## src/rtl/clk_monitor.sv

```systemverilog
// Slow external clock monitor: synchronizes an asynchronous clock, emits edge strobes,
// measures high/low phase lengths in i_clk cycles and flags a stopped clock.
module clk_monitor #(
  parameter int unsigned           CNT_WIDTH   = 12,
  parameter logic [CNT_WIDTH-1:0]  STALL_COUNT = 12'd4000
) (
  input  logic                 i_clk,
  input  logic                 i_reset_n,
  input  logic                 i_start_stb,
  input  logic                 i_reset_stb,
  input  logic                 i_ext_clk,
  output logic                 o_ext_clk,
  output logic                 o_rose,
  output logic                 o_fell,
  output logic [CNT_WIDTH-1:0] o_high_count,
  output logic [CNT_WIDTH-1:0] o_low_count,
  output logic                 o_period_valid,
  output logic                 o_stalled
);

  // state     | meaning
  // IDLE      | not monitoring, strobes suppressed
  // ARMING    | waiting for the first rising edge
  // MEASURING | timing high/low phases
  // STALLED   | no edge for STALL_COUNT cycles, waiting for a rise
  typedef enum logic [1:0] {IDLE, ARMING, MEASURING, STALLED} state_t;

  localparam logic [CNT_WIDTH-1:0] STALL_LAST = STALL_COUNT - 1'b1;

  state_t               state;
  logic                 s1, s2, s3;
  logic                 ext_rise, ext_fall;
  logic                 high_seen;
  logic [CNT_WIDTH-1:0] cnt;

  assign ext_rise  = s2 & ~s3;
  assign ext_fall  = ~s2 & s3;
  assign o_ext_clk = s2;

  always_ff @(posedge i_clk) begin
    if (!i_reset_n) begin
      state          <= IDLE;
      s1             <= 1'b0;
      s2             <= 1'b0;
      s3             <= 1'b0;
      cnt            <= '0;
      high_seen      <= 1'b0;
      o_rose         <= 1'b0;
      o_fell         <= 1'b0;
      o_high_count   <= '0;
      o_low_count    <= '0;
      o_period_valid <= 1'b0;
      o_stalled      <= 1'b0;
    end else begin
      s1     <= i_ext_clk;
      s2     <= s1;
      s3     <= s2;
      o_rose <= 1'b0;
      o_fell <= 1'b0;
      if (state != IDLE && i_reset_stb) begin
        state          <= IDLE;
        cnt            <= '0;
        high_seen      <= 1'b0;
        o_high_count   <= '0;
        o_low_count    <= '0;
        o_period_valid <= 1'b0;
        o_stalled      <= 1'b0;
      end else begin
        if (state != IDLE) begin
          o_rose <= ext_rise;
          o_fell <= ext_fall;
        end
        case (state)
          IDLE: begin
            if (i_start_stb && !i_reset_stb) begin
              state <= ARMING;
              cnt   <= '0;
            end
          end
          ARMING: begin
            if (ext_rise) begin
              state          <= MEASURING;
              cnt            <= '0;
              high_seen      <= 1'b0;
              o_stalled      <= 1'b0;
              o_period_valid <= 1'b0;
            end else if (ext_fall) begin
              // any edge proves the clock is alive, so restart the stall timer
              cnt <= '0;
            end else if (cnt == STALL_LAST) begin
              state          <= STALLED;
              o_stalled      <= 1'b1;
              o_period_valid <= 1'b0;
            end else begin
              cnt <= cnt + 1'b1;
            end
          end
          MEASURING: begin
            if (ext_fall) begin
              o_high_count <= cnt + 1'b1;
              cnt          <= '0;
              high_seen    <= 1'b1;
            end else if (ext_rise) begin
              o_low_count <= cnt + 1'b1;
              cnt         <= '0;
              if (high_seen) o_period_valid <= 1'b1;
            end else if (cnt == STALL_LAST) begin
              state          <= STALLED;
              o_stalled      <= 1'b1;
              o_period_valid <= 1'b0;
            end else begin
              cnt <= cnt + 1'b1;
            end
          end
          STALLED: begin
            if (ext_rise) begin
              state          <= MEASURING;
              cnt            <= '0;
              high_seen      <= 1'b0;
              o_stalled      <= 1'b0;
              o_period_valid <= 1'b0;
            end
          end
          default: state <= IDLE;
        endcase
      end
    end
  end

endmodule

```

## config.mk

```make
export PLATFORM = sky130hd
export DESIGN_NAME = clk_monitor
export DESIGN_NICKNAME = d
export VERILOG_FILES = /design/src/rtl/clk_monitor.sv
export SDC_FILE = /design/constraint.sdc
export NUM_CORES = 1
export LEC_CHECK = 0
export ABC_AREA = 1
export BUFFER_PORTS_ARGS = -buffer_cell sky130_fd_sc_hd__buf_2
export CAP_MARGIN = 10
export CORE_ASPECT_RATIO = 0.7
export CORE_MARGIN = 1.5
export CORE_UTILIZATION = 45
export CTS_CLUSTER_DIAMETER = 40
export DETAILED_ROUTE_END_ITERATION = 10
export PLACE_DENSITY = 0.7
export SETUP_SLACK_MARGIN = 0.15
export SLEW_MARGIN = 0
export SYNTH_ARGS = -nofsm -noshare
export SYNTH_HDL_FRONTEND = slang
export SYNTH_SLANG_ARGS = --single-unit
```

## constraint.sdc

```tcl
create_clock -name i_clk -period 3.9 [get_ports i_clk]
set_input_delay 0.195 -clock i_clk [delete_from_list [all_inputs] [get_ports i_clk]]
set_output_delay 0.195 -clock i_clk [all_outputs]
set_load 0.01 [all_outputs]
```

[After elaboration in Yosys (flattened, before gate mapping)]
Cells that the tools add are included.
Word-level totals
  memories: 0
  word-level logic and storage cells: 81
  output and inout port bits: 29
  register bits: 46
  bits in latches: 0
  RAM bits: 0
  bits of input ports: 5
  ROM bits: 0
Cells by class
  multiplexer cells: 32
  add/sub/neg operators: 1
  reductions and logical operators: 17
  multipliers: 0
  eq/ne operators: 12
  bitwise gates (word level): 7
  divide/modulo/power cells: 0
  order comparisons: 0
  shift operators: 0
Operators by type and width (count)
  $mux W12: 7
  $pmux W12 S4: 1
  $reduce_and A5 Y1: 3
  $mux W2: 7
  $mux W1: 13
  $add A12 B1 Y12 const B: 1
  $eq A12 B12 Y1 const B: 1
  $ne A2 B2 Y1 const B: 5
  $pmux W2 S4: 1
  $ne A3 B3 Y1 const B: 2
  $pmux W1 S3: 2
  $reduce_and A3 Y1: 2
  $not A1 Y1: 5
  $eq A2 B2 Y1 const B: 2
  $reduce_and A2 Y1: 2
  $reduce_bool A2 Y1: 2
  $reduce_or A2 Y1: 2
  $reduce_bool A3 Y1: 1
  $reduce_or A3 Y1: 1
  $and A1 B1 Y1: 2
  $eq A2 B1 Y1 const B: 1
  $logic_and A1 B1 Y1: 2
  $logic_not A2 Y1: 1
  $ne A2 B1 Y1 const B: 1
  2 further kinds: 2

[Longest topological paths before layout]
Gate-level depths: netlist of run 1.
  word-level depth: 5
  gate-level depth with buffers: 10
  depth with buffers taken out: 10

[Worst setup path before layout of run 1]
No wires, ideal clock.
  path type: flip-flop to flip-flop
  from: register state[0]
  to: register o_low_count[7]
  setup time: 0.114 ns
  arrival: 1.341 ns
  data required time: 3.786 ns
  path slack: 2.445 ns
  clock period less this slack: 1.455 ns
  buffers on the path: 1
  stages on the path, launching flop included: 11
  cell sequence: dfxtp_1 inv_1 ha_1 inv_2 nand2_2 nand2_4 inv_6 buf_6 o21ai_1 o21bai_1 inv_1
On the way
  word-level cells in the longest chain between the ends: 3
  elaborated cells on any way between the ends: 5
  classes of those cells: eq/ne: 1; reduce/logical: 4
Ends and longest elaborated chain
  start: declaration: RTL line 30  | state_t state;
  start signal: assignment: RTL line 42  | state <= IDLE;
  start signal: assignment: RTL line 61  | state <= IDLE;
  start signal: assignment: RTL line 76  | state <= ARMING;
  $reduce_bool A2 Y1: RTL line 60  | if (state != IDLE && i_reset_stb) begin
  $logic_and A1 B1 Y1: RTL line 60
  $reduce_or A2 Y1 (no source line)
  end signal: assignment: RTL line 104  | o_low_count <= cnt + 1'b1;
  end: declaration: RTL line 16  | output logic [CNT_WIDTH-1:0] o_low_count,
Parallel ways exist; a longest one is shown, timed or not.
A chain may end at the register's enable or synchronous reset.

[Worst setup path after layout of run 1]
Same ends and word-level chain as after synthesis.

==> results.yml, run 1 <==
final_layout:
  fin_area_sq_um: 2520
  layout_commonest_cell: "nand2_1"
  final_cells: 394
  num_antenna_cells: 0
  fin_nets: 335
  fillCellCount: 464
  multi_input_area_sq_um: 1090
  final_cell_mix: "56 x nand2_1, 46 x dfxtp_1, 36 x inv_1, 33 x buf_2, 25 x nor2_1"
  syn_to_final_growth_pct: 12.9
  drive_gt1_frac: 0.194
  seq_area_sq_um: 921
  utilization: 0.528
min_path:
  hp-class: "input pin to flop"
floorplanning:
  die_y_microns: 62.0
  fp.coreArea_sq_um: 4780
  num_io_pins: 34
  die-width_microns: 87.2
  die-area_sq_um: 5400
  start_util: 0.467
  rows: 21
clocking:
  path_clk_slew_ns: 0.09
  cts_hold_buf: 0
  clk_path_buf_depth: 2
  cts_root_buffer: "clkbuf_8"
  cts.htree.levels: 2
  cts_buffers: 5
  cts_sinks: 46
  clk_latency_ns: 0.30
  cts_resized: 0
  post-cts-setup-buffers: 0
  cts_tree: "done"
grt:
  grt_use_total: 0.197
  antenna_found_initial: 0
  grt_remaining_overflow: 0
  grt_pass1_wl_microns: 8100
  grt_max_degree: 26
  grt_pass1_vias: 1612
yosys:
  synth_nets: 300
  yosysSeqAreaShare: 0.412
  avgSynthCellArea_sq_um: 7.73
  synth_warnings: 0
  syn_inst: 289
  synthesis.area_sq_um: 2230
  synth_cell_types: 33
  ys_ff_latch: 46
routing:
  routed_wirelength_microns: 4810
  drc: 0
  antenna_left: 0
  first_pass_iters: 5
  num_vias: 1931
  routed_via_density: 4.90
  first_iter_violations: 113
  wire_per_inst_microns: 12.2
power_and_ir_drop:
  peakVddDrop_mv: 0.161
  pwr_density_cell_nw_per_um2: 354
  p_leak_nw: 1.21
placed_design:
  place_hpwl_microns: 3600
  place_congestion: 0.894
  place_area_sq_um: 2440
  numPortBuffers: 33
  dpl.cell_count: 386
sta:
  period_share: 0.456
  skew_ns: 0.00982
  worstMarginPinSlew_ns: 0.438
  tns_ns: 0
  fmax_mhz: 563
  slew_violations: 0
  setup_viol: 0
  rsz0062_at_grt: "false"
  finalHoldViolCount: 0
  slew_headroom: 0.706
  period_minus_slack_ns: 1.78
worst_setup_path:
  cp_data_required_time_ns: 4.10
  start_kind: "flop"
  crit_path_max_fanout: 18
  endpoint_kind: "flop"
  critPathArrivalTime_ns: 1.98
  critical_path_class: "flop to flop"
status:
  outcome: "complete, no violations"
run:
  drv_cap: 0
-- final timing paths --
check / slack [ns] / to / cells after the start / from
setup reg to reg: 2.12 / o_low_count[7]$_SDFFE_PP0P_ / 7 / state[0]$_SDFFE_PP0P_
hold / removal: 0.07 / s1$_SDFF_PN0_ / 3 / i_ext_clk
hold reg to reg: 0.42 / o_ext_clk$_SDFF_PN0_ / 2 / s1$_SDFF_PN0_
setup / recovery: 2.12 / o_low_count[7]$_SDFFE_PP0P_ / 7 / state[0]$_SDFFE_PP0P_
-- per-layer routing --
layer / routed length (microns) / GRT usage
met3: 326 / 0.0410
met5: 0 / 0
met2: 1880 / 0.258
met4: 51 / 0.0612
met1: 2550 / 0.315
-- worst max-delay path, cell delays in order, from the launching register on --
cell and delay (ns):
dfxtp_1 0.40, inv_1 0.10, ha_1 0.30, nand3_2 0.23, clkinv_2 0.28, o21ai_1 0.20, o21bai_1 0.13, inv_1 0.05
-- cell usage after synthesis --
master     n  area (sq um)
nand2_1   56           210
a21oi_1   24           120
a21oi_4    1          16.3
nand2_4    4          45.0
o21ai_0   19          95.1
nand3_2    1          10.0
inv_4      1          6.26
nor2_2     1          6.26
nor2_1    25          93.8
inv_2      2          7.51
o21ai_1   13          65.1
nand2_2    3          18.8
inv_1     36           135
o21a_1     4          30.0
xor2_1     2          17.5
nor2_4     3          33.8
nand3_4    1          17.5
nand4_4    1          21.3
buf_6      4          45.0
o21ai_4    1          16.3
ha_1       6          75.1
clkinv_2   1          5.00
nand3_1   11          55.1
nand4_1    5          31.3
inv_6      2          17.5
dfxtp_1   46           921
buf_1      1          3.75
o211ai_1   1          7.51
nor3_1     3          15.0
o21bai_1   8          60.1
clkinv_1   1          3.75
nand2_8    1          20.0
xnor2_1    1          8.76
-- power by group --
group	internal [mW]	switching [mW]	leakage [nW]
Sequential	0.481	0.0127	0.372
Combinational	0.0369	0.0802	0.790
Clock	0.126	0.156	0.0452
-- kinds of logic (layout without fill, tap and decap cells) --
logic type | after synthesis | after routing | share of synthesized area
xor+xnor | 3 | 3 | 0.0118
fa+ha+maj | 6 | 6 | 0.0336
buf+inv | 48 | 84 | 0.100
simple gates | 115 | 115 | 0.259
flops | 46 | 46 | 0.412
compound gates | 71 | 71 | 0.184
-- final cells by class --
cell class / count / area share
clock buffer: 6 / 0.0288
clock inverter: 2 / 0.00545
inverter: 43 / 0.0694
multi-input combinational: 195 / 0.432
sequential: 46 / 0.365
tap: 69 / 0.0342
timing repair buffer: 33 / 0.0654
-- stage by stage --
stage | hold WS (ns) | total power [mW] | worst slack (ns)
after floorplan | 0.288 | 0.597 | 2.44
after global placement | 0.385 | 0.619 | 2.17
after detailed placement | 0.385 | 0.621 | 2.14
after CTS | 0.0671 | 0.902 | 2.13
after global routing | 0.0763 | 0.944 | 1.94
final | 0.0740 | 0.893 | 2.12
-- sequential cells by signal, indices dropped and copies added, names as in the netlist --
name and flops:
cnt 12, high_seen 1, o_ext_clk 1, o_fell 1
o_high_count 12, o_low_count 12, o_period_valid 1, o_rose 1
o_stalled 1, s1 1, s3 1, state 2
(Power assumes the default switching activity.)
==> run 2: changes to the inputs <==
==> constraint.sdc (replaced) <==
create_clock -name i_clk -period 1.8 [get_ports i_clk]
set_input_delay 0.09 -clock i_clk [delete_from_list [all_inputs] [get_ports i_clk]]
set_output_delay 0.09 -clock i_clk [all_outputs]
set_load 0.01 [all_outputs]
==> results.yml, run 2 (same netlist as run 1, synthesis figures left out) <==
floorplanning:
  die-width_microns: 87.2
  die-area_sq_um: 5400
  num_io_pins: 34
  rows: 21
  fp.coreArea_sq_um: 4780
  die_y_microns: 62.0
  start_util: 0.467
clocking:
  path_clk_slew_ns: 0.09
  clk_path_buf_depth: 2
  cts_buffers: 5
  clk_latency_ns: 0.30
  cts.htree.levels: 2
  cts_tree: "done"
  cts_sinks: 46
  cts_root_buffer: "clkbuf_8"
worst_setup_path:
  start_kind: "flop"
  crit_path_max_fanout: 8
  crit_start: "cnt[0]$_SDFFE_PP0P_"
  critPathArrivalTime_ns: 1.74
  critPathCapture: "cnt[1]$_SDFFE_PP0P_"
  endpoint_kind: "flop"
  r2r-end: "cnt[1]$_SDFFE_PP0P_"
  cp_data_required_time_ns: 2.01
  critical_path_class: "flop to flop"
  r2r_start: "cnt[0]$_SDFFE_PP0P_"
  r2r_cells: 8
  reg2reg_slack_ns: 0.26
placed_design:
  place_hpwl_microns: 3540
  dp_slack_ns: 0.121
  place_congestion: 0.888
  numPortBuffers: 33
grt:
  antenna_found_initial: 0
  grt_remaining_overflow: 0
  grt_pass1_vias: 1600
  grt_max_degree: 26
  grt_use_total: 0.186
  grt_pass1_wl_microns: 7640
sta:
  fmax_mhz: 651
  slew_headroom: 0.689
  worstMarginPinSlew_ns: 0.465
  slew_violations: 0
  skew_ns: 0.0121
  finalHoldViolCount: 0
  setup_viol: 0
  fin_ws_ns: 0.265
  period_share: 0.853
  tns_ns: 0
  rsz0062_at_grt: "false"
  period_minus_slack_ns: 1.54
run:
  drv_cap: 0
final_layout:
  layout_commonest_cell: "nand2_1"
  final_cell_mix: "56 x nand2_1, 44 x dfxtp_1, 34 x inv_1, 33 x buf_2, 25 x nor2_1"
  drive_gt1_frac: 0.234
  num_antenna_cells: 0
  utilization: 0.552
  fillCellCount: 463
  syn_to_final_growth_pct: 18.2
  top_regs: "cnt x12, o_high_count x12, o_low_count x12"
  fin_nets: 343
routing:
  num_vias: 1979
  first_pass_iters: 5
  first_iter_violations: 177
  drc: 0
  wire_per_inst_microns: 12.1
  routed_via_density: 4.92
  routed_wirelength_microns: 4870
  antenna_left: 0
min_path:
  hp-class: "input pin to flop"
status:
  outcome: "complete, no violations"
power_and_ir_drop:
  peakVddDrop_mv: 0.270
  p_leak_nw: 1.25
  pwr_density_cell_nw_per_um2: 750
## run 2: changes by cell type in the layout (fill, tap and decap cells not counted), moves of 2 or more
cell	change
dfxtp_2	+2
inv_2	+2
inv_1	-2
ha_1	-3
dfxtp_1	-2
ha_4	+2
buf_4	+7
## run 2: how the worst min path moves through the flow
stage,startpoint,endpoint,cells past startpoint
2_1_floorplan,i_reset_n,o_ext_clk$_SDFF_PN0_,2
3_3_place_gp,i_ext_clk,s1$_SDFF_PN0_,3
3_5_place_dp,i_ext_clk,s1$_SDFF_PN0_,3
4_1_cts,i_reset_n,s1$_SDFF_PN0_,3
5_1_grt,i_reset_n,o_ext_clk$_SDFF_PN0_,3
6_report,i_reset_n,s1$_SDFF_PN0_,3
## run 2: routing by layer
metal,GRT usage,wire length (microns),up-vias
met1,0.276,2620,895
met5,0,0,-
met3,0.0476,257,6
met2,0.268,1950,48
li1,-,-,1030
met4,0.0499,39,0
## run 2: worst max-delay path, cell delays in order (launching register included)
cell and delay, ns:
dfxtp_1 0.37, ha_1 0.18, nand2_1 0.11, nor2_4 0.25, nand3_4 0.15, nand2_4 0.14, inv_4 0.06, o21ai_1 0.13
nor2_1 0.05
## run 2: where the power goes
part / switching [mW] / leakage, nW / internal, mW
Sequential: 0.0260 / 0.373 / 1.04
Combinational: 0.190 / 0.833 / 0.103
Clock: 0.344 / 0.0452 / 0.274
## run 2: cell type report
| cell class | count | area (sq um) | area share |
|---|---|---|---|
| clock buffer | 6 | 72.6 | 0.0275 |
| clock inverter | 2 | 13.8 | 0.00521 |
| timing repair buffer | 41 | 228 | 0.0862 |
| sequential | 46 | 923 | 0.350 |
| multi-input combinational | 195 | 1130 | 0.428 |
| inverter | 43 | 186 | 0.0706 |
| tap | 69 | 86.3 | 0.0327 |
## run 2: what timing repair did
item,4_1_cts,5_1_grt
endpoints found under the hold margin,1,0
buffers inserted,0,3
pin swaps,0,2
gates resized for setup,2,12
endpoints found under the setup margin,8,32
cloned,0,0
hold buffers,1,0
## run 2: per-stage QoR
stage / total power [mW] / std cells / cell area (sq um) / hold slack [ns]
finish: 1.98 / 402 / 2640 / 0.0690
global route: 2.08 / 402 / 2640 / 0.0831
CTS: 1.97 / 399 / 2570 / 0.0435
detailed placement: 1.35 / 390 / 2470 / 0.287
global placement: 1.35 / 390 / 2470 / 0.283
floorplan: 1.29 / 289 / 2230 / 0.183
==> run 3: changes to the inputs <==
--- a/config.mk
+++ b/config.mk
@@ -5,7 +5,6 @@
 export SDC_FILE = /design/constraint.sdc
 export NUM_CORES = 1
 export LEC_CHECK = 0
-export ABC_AREA = 1
 export BUFFER_PORTS_ARGS = -buffer_cell sky130_fd_sc_hd__buf_2
 export CAP_MARGIN = 10
 export CORE_ASPECT_RATIO = 0.7
==> results.yml, run 3 <==
final_layout:
  syn_to_final_growth_pct: 29.0
  num_antenna_cells: 0
  final_cell_mix: "41 x dfxtp_1, 37 x nor2_1, 33 x buf_2, 26 x buf_4, 19 x a211oi_1"
  layout_commonest_cell: "dfxtp_1"
  drive_gt1_frac: 0.323
  top_regs: "cnt x12, o_high_count x12, o_low_count x12"
  fin_nets: 298
  utilization: 0.606
  fillCellCount: 388
clocking:
  cts_buffers: 5
  cts.htree.levels: 2
  cts_tree: "done"
  path_clk_slew_ns: 0.08
  clk_path_buf_depth: 2
  clk_latency_ns: 0.30
  cts_root_buffer: "clkbuf_8"
  cts_sinks: 46
sta:
  finalHoldViolCount: 0
  fmax_mhz: 564
  setup_viol: 0
  slew_violations: 0
  period_minus_slack_ns: 1.77
  slew_headroom: 0.726
  worstMarginPinSlew_ns: 0.408
  period_share: 0.985
  rsz0062_at_grt: "true"
  skew_ns: 0.00429
placed_design:
  place_hpwl_microns: 3290
  place_congestion: 0.811
  numPortBuffers: 33
power_and_ir_drop:
  pwr_density_cell_nw_per_um2: 811
  pwr-share-comb: 0.201
  finalPower_mw: 2.13
  p_int_mw: 1.53
  peakVddDrop_mv: 0.635
  switching_share: 0.282
  clock_power_share: 0.295
  seqPwrFrac: 0.504
  switching_power_mw: 0.599
  p_leak_nw: 1.03
yosys:
  synth_common_cells: "46 x dfxtp_1, 37 x nor2_1, 20 x a211oi_1"
  synthXorXnorAreaFrac: 0.0560
  synth.most_common_cell: "dfxtp_1"
  synth.top_cell.area_share: 0.453
  synthFlopType: "dfxtp_1"
  synth_mux_area_frac: 0.00985
  avgSynthCellArea_sq_um: 8.80
  synth_nets: 242
  synth_top_family_by_area: "simple AND/OR/NAND/NOR gates"
  synth.area.top_cells: "dfxtp_1 45%, a211oi_1 7.4%, nor2_1 6.8%"
  synth_enable_flop_cells: 0
  synth_cell_types: 41
  synth-adder-area-share: 0.0369
  synth-simple-area-share: 0.231
  synth_compound_area_frac: 0.178
  yosysSeqAreaShare: 0.453
  synth.largest_area_cell: "dfxtp_1"
  ys_ff_latch: 46
  synth_warnings: 0
  syn_inst: 231
  ys_async_sr_fraction: 0
  synthesis.area_sq_um: 2030
grt:
  grt_pass1_vias: 1579
  grt_pass1_wl_microns: 7760
  grt_remaining_overflow: 0
  antenna_found_initial: 0
  grt_max_degree: 23
  grt_use_total: 0.202
worst_setup_path:
  critPathArrivalTime_ns: 2.02
  start_kind: "flop"
  cp_data_required_time_ns: 2.04
  critical_path_class: "flop to flop"
  r2r_cells: 7
  endpoint_kind: "flop"
  crit_path_max_fanout: 4
  reg2reg_slack_ns: 0.03
floorplanning:
  fp.coreArea_sq_um: 4330
  num_io_pins: 34
  die-width_microns: 83.3
  start_util: 0.470
  die-area_sq_um: 4940
  die_y_microns: 59.2
  rows: 20
routing:
  routed_via_density: 5.31
  drc: 0
  first_iter_violations: 98
  num_vias: 1822
  wire_per_inst_microns: 13.8
  first_pass_iters: 4
  antenna_left: 0
  routed_wirelength_microns: 4730
status:
  outcome: "complete, no violations"
min_path:
  hold_path_depth: 2
  hp-class: "input pin to flop"
run:
  drv_cap: 0
run 3: cell types whose count changed in the layout (fill, tap and decap cells not counted), sizes merged, moves of 8 or more:
| cell | before | now |
|---|---|---|
| inv | 40 | 5 |
| o21ai | 33 | 6 |
| o21bai | 8 | 0 |
| nor2 | 29 | 37 |
| nand2 | 64 | 12 |
| a211oi | 0 | 20 |
| buf | 40 | 60 |
| a21oi | 25 | 8 |
run 3: path summary, 6_finish.rpt:
kind,from,endpoint
min reg2reg,s1$_SDFF_PN0_,o_ext_clk$_SDFF_PN0_
max,state[1]$_SDFFE_PP0P_,cnt[5]$_SDFFE_PP0P_
max reg2reg,state[1]$_SDFFE_PP0P_,cnt[5]$_SDFFE_PP0P_
min,i_reset_n,s1$_SDFF_PN0_
run 3: power groups by stage:
stage / Sequential (mW) / Combinational (mW) / Clock (mW)
after global placement: 1.09 / 0.331 / 0
final: 1.07 / 0.427 / 0.627
after floorplan: 1.09 / 0.225 / 0
after CTS: 1.07 / 0.406 / 0.645
after detailed placement: 1.09 / 0.333 / 0
after global routing: 1.08 / 0.465 / 0.688
run 3: worst max-delay path: stages (launching register included):
cell     delay [ns]
dfxtp_4        0.38
inv_4          0.05
ha_4           0.16
a22o_1         0.24
buf_4          0.14
or3_1          0.33
a211o_1        0.30
a21oi_2        0.12
run 3: cell type report:
type | instances | area [sq um] | area share
Clock inverter | 2 | 13.8 | 0.00525
Inverter | 5 | 23.8 | 0.00906
Tap cell | 55 | 68.8 | 0.0262
Sequential cell | 46 | 930 | 0.354
Clock buffer | 6 | 72.6 | 0.0277
Timing Repair Buffer | 61 | 382 | 0.146
Multi-Input combinational cell | 168 | 1130 | 0.432
run 3: metrics by stage:
stage | worst slack, ns | instances | hold WS (ns) | setup TNS (ns) | area, sq um
after floorplan | 0.0378 | 231 | 0.212 | 0 | 2060
after global placement | 0.0895 | 326 | 0.297 | 0 | 2380
after detailed placement | 0.0288 | 326 | 0.300 | 0 | 2380
after CTS | 0.0894 | 343 | 0.0286 | 0 | 2580
after global routing | -0.0145 | 343 | 0.0474 | -0.0145 | 2620
final | 0.0268 | 343 | 0.0506 | 0 | 2620
run 3: what timing repair did:
action                                 in CTS  in global routing
gates resized for setup                     8                  8
hold buffers                                1                  0
setup buffers                               8                  0
pin swaps                                   9                  2
endpoints found under the hold margin       1                  0
setup endpoints to repair                   6                 28
run 3: kinds of logic (layout without fill, tap and decap cells):
| logic type | after synthesis | count (layout) |
|---|---|---|
| buf+inv | 17 | 74 |
| compound gates | 52 | 52 |
| flops | 46 | 46 |
| fa+ha+maj | 6 | 6 |
| xor+xnor | 13 | 13 |
| simple gates | 95 | 95 |
| mux | 2 | 2 |
run 3: per-layer routing:
layer	share of wire	GRT usage	vias up
met2	0.41	0.292	62
met1	0.52	0.294	822
li1	-	-	933
met3	0.065	0.0599	5
met5	0	0	-
met4	0.0093	0.0524	0
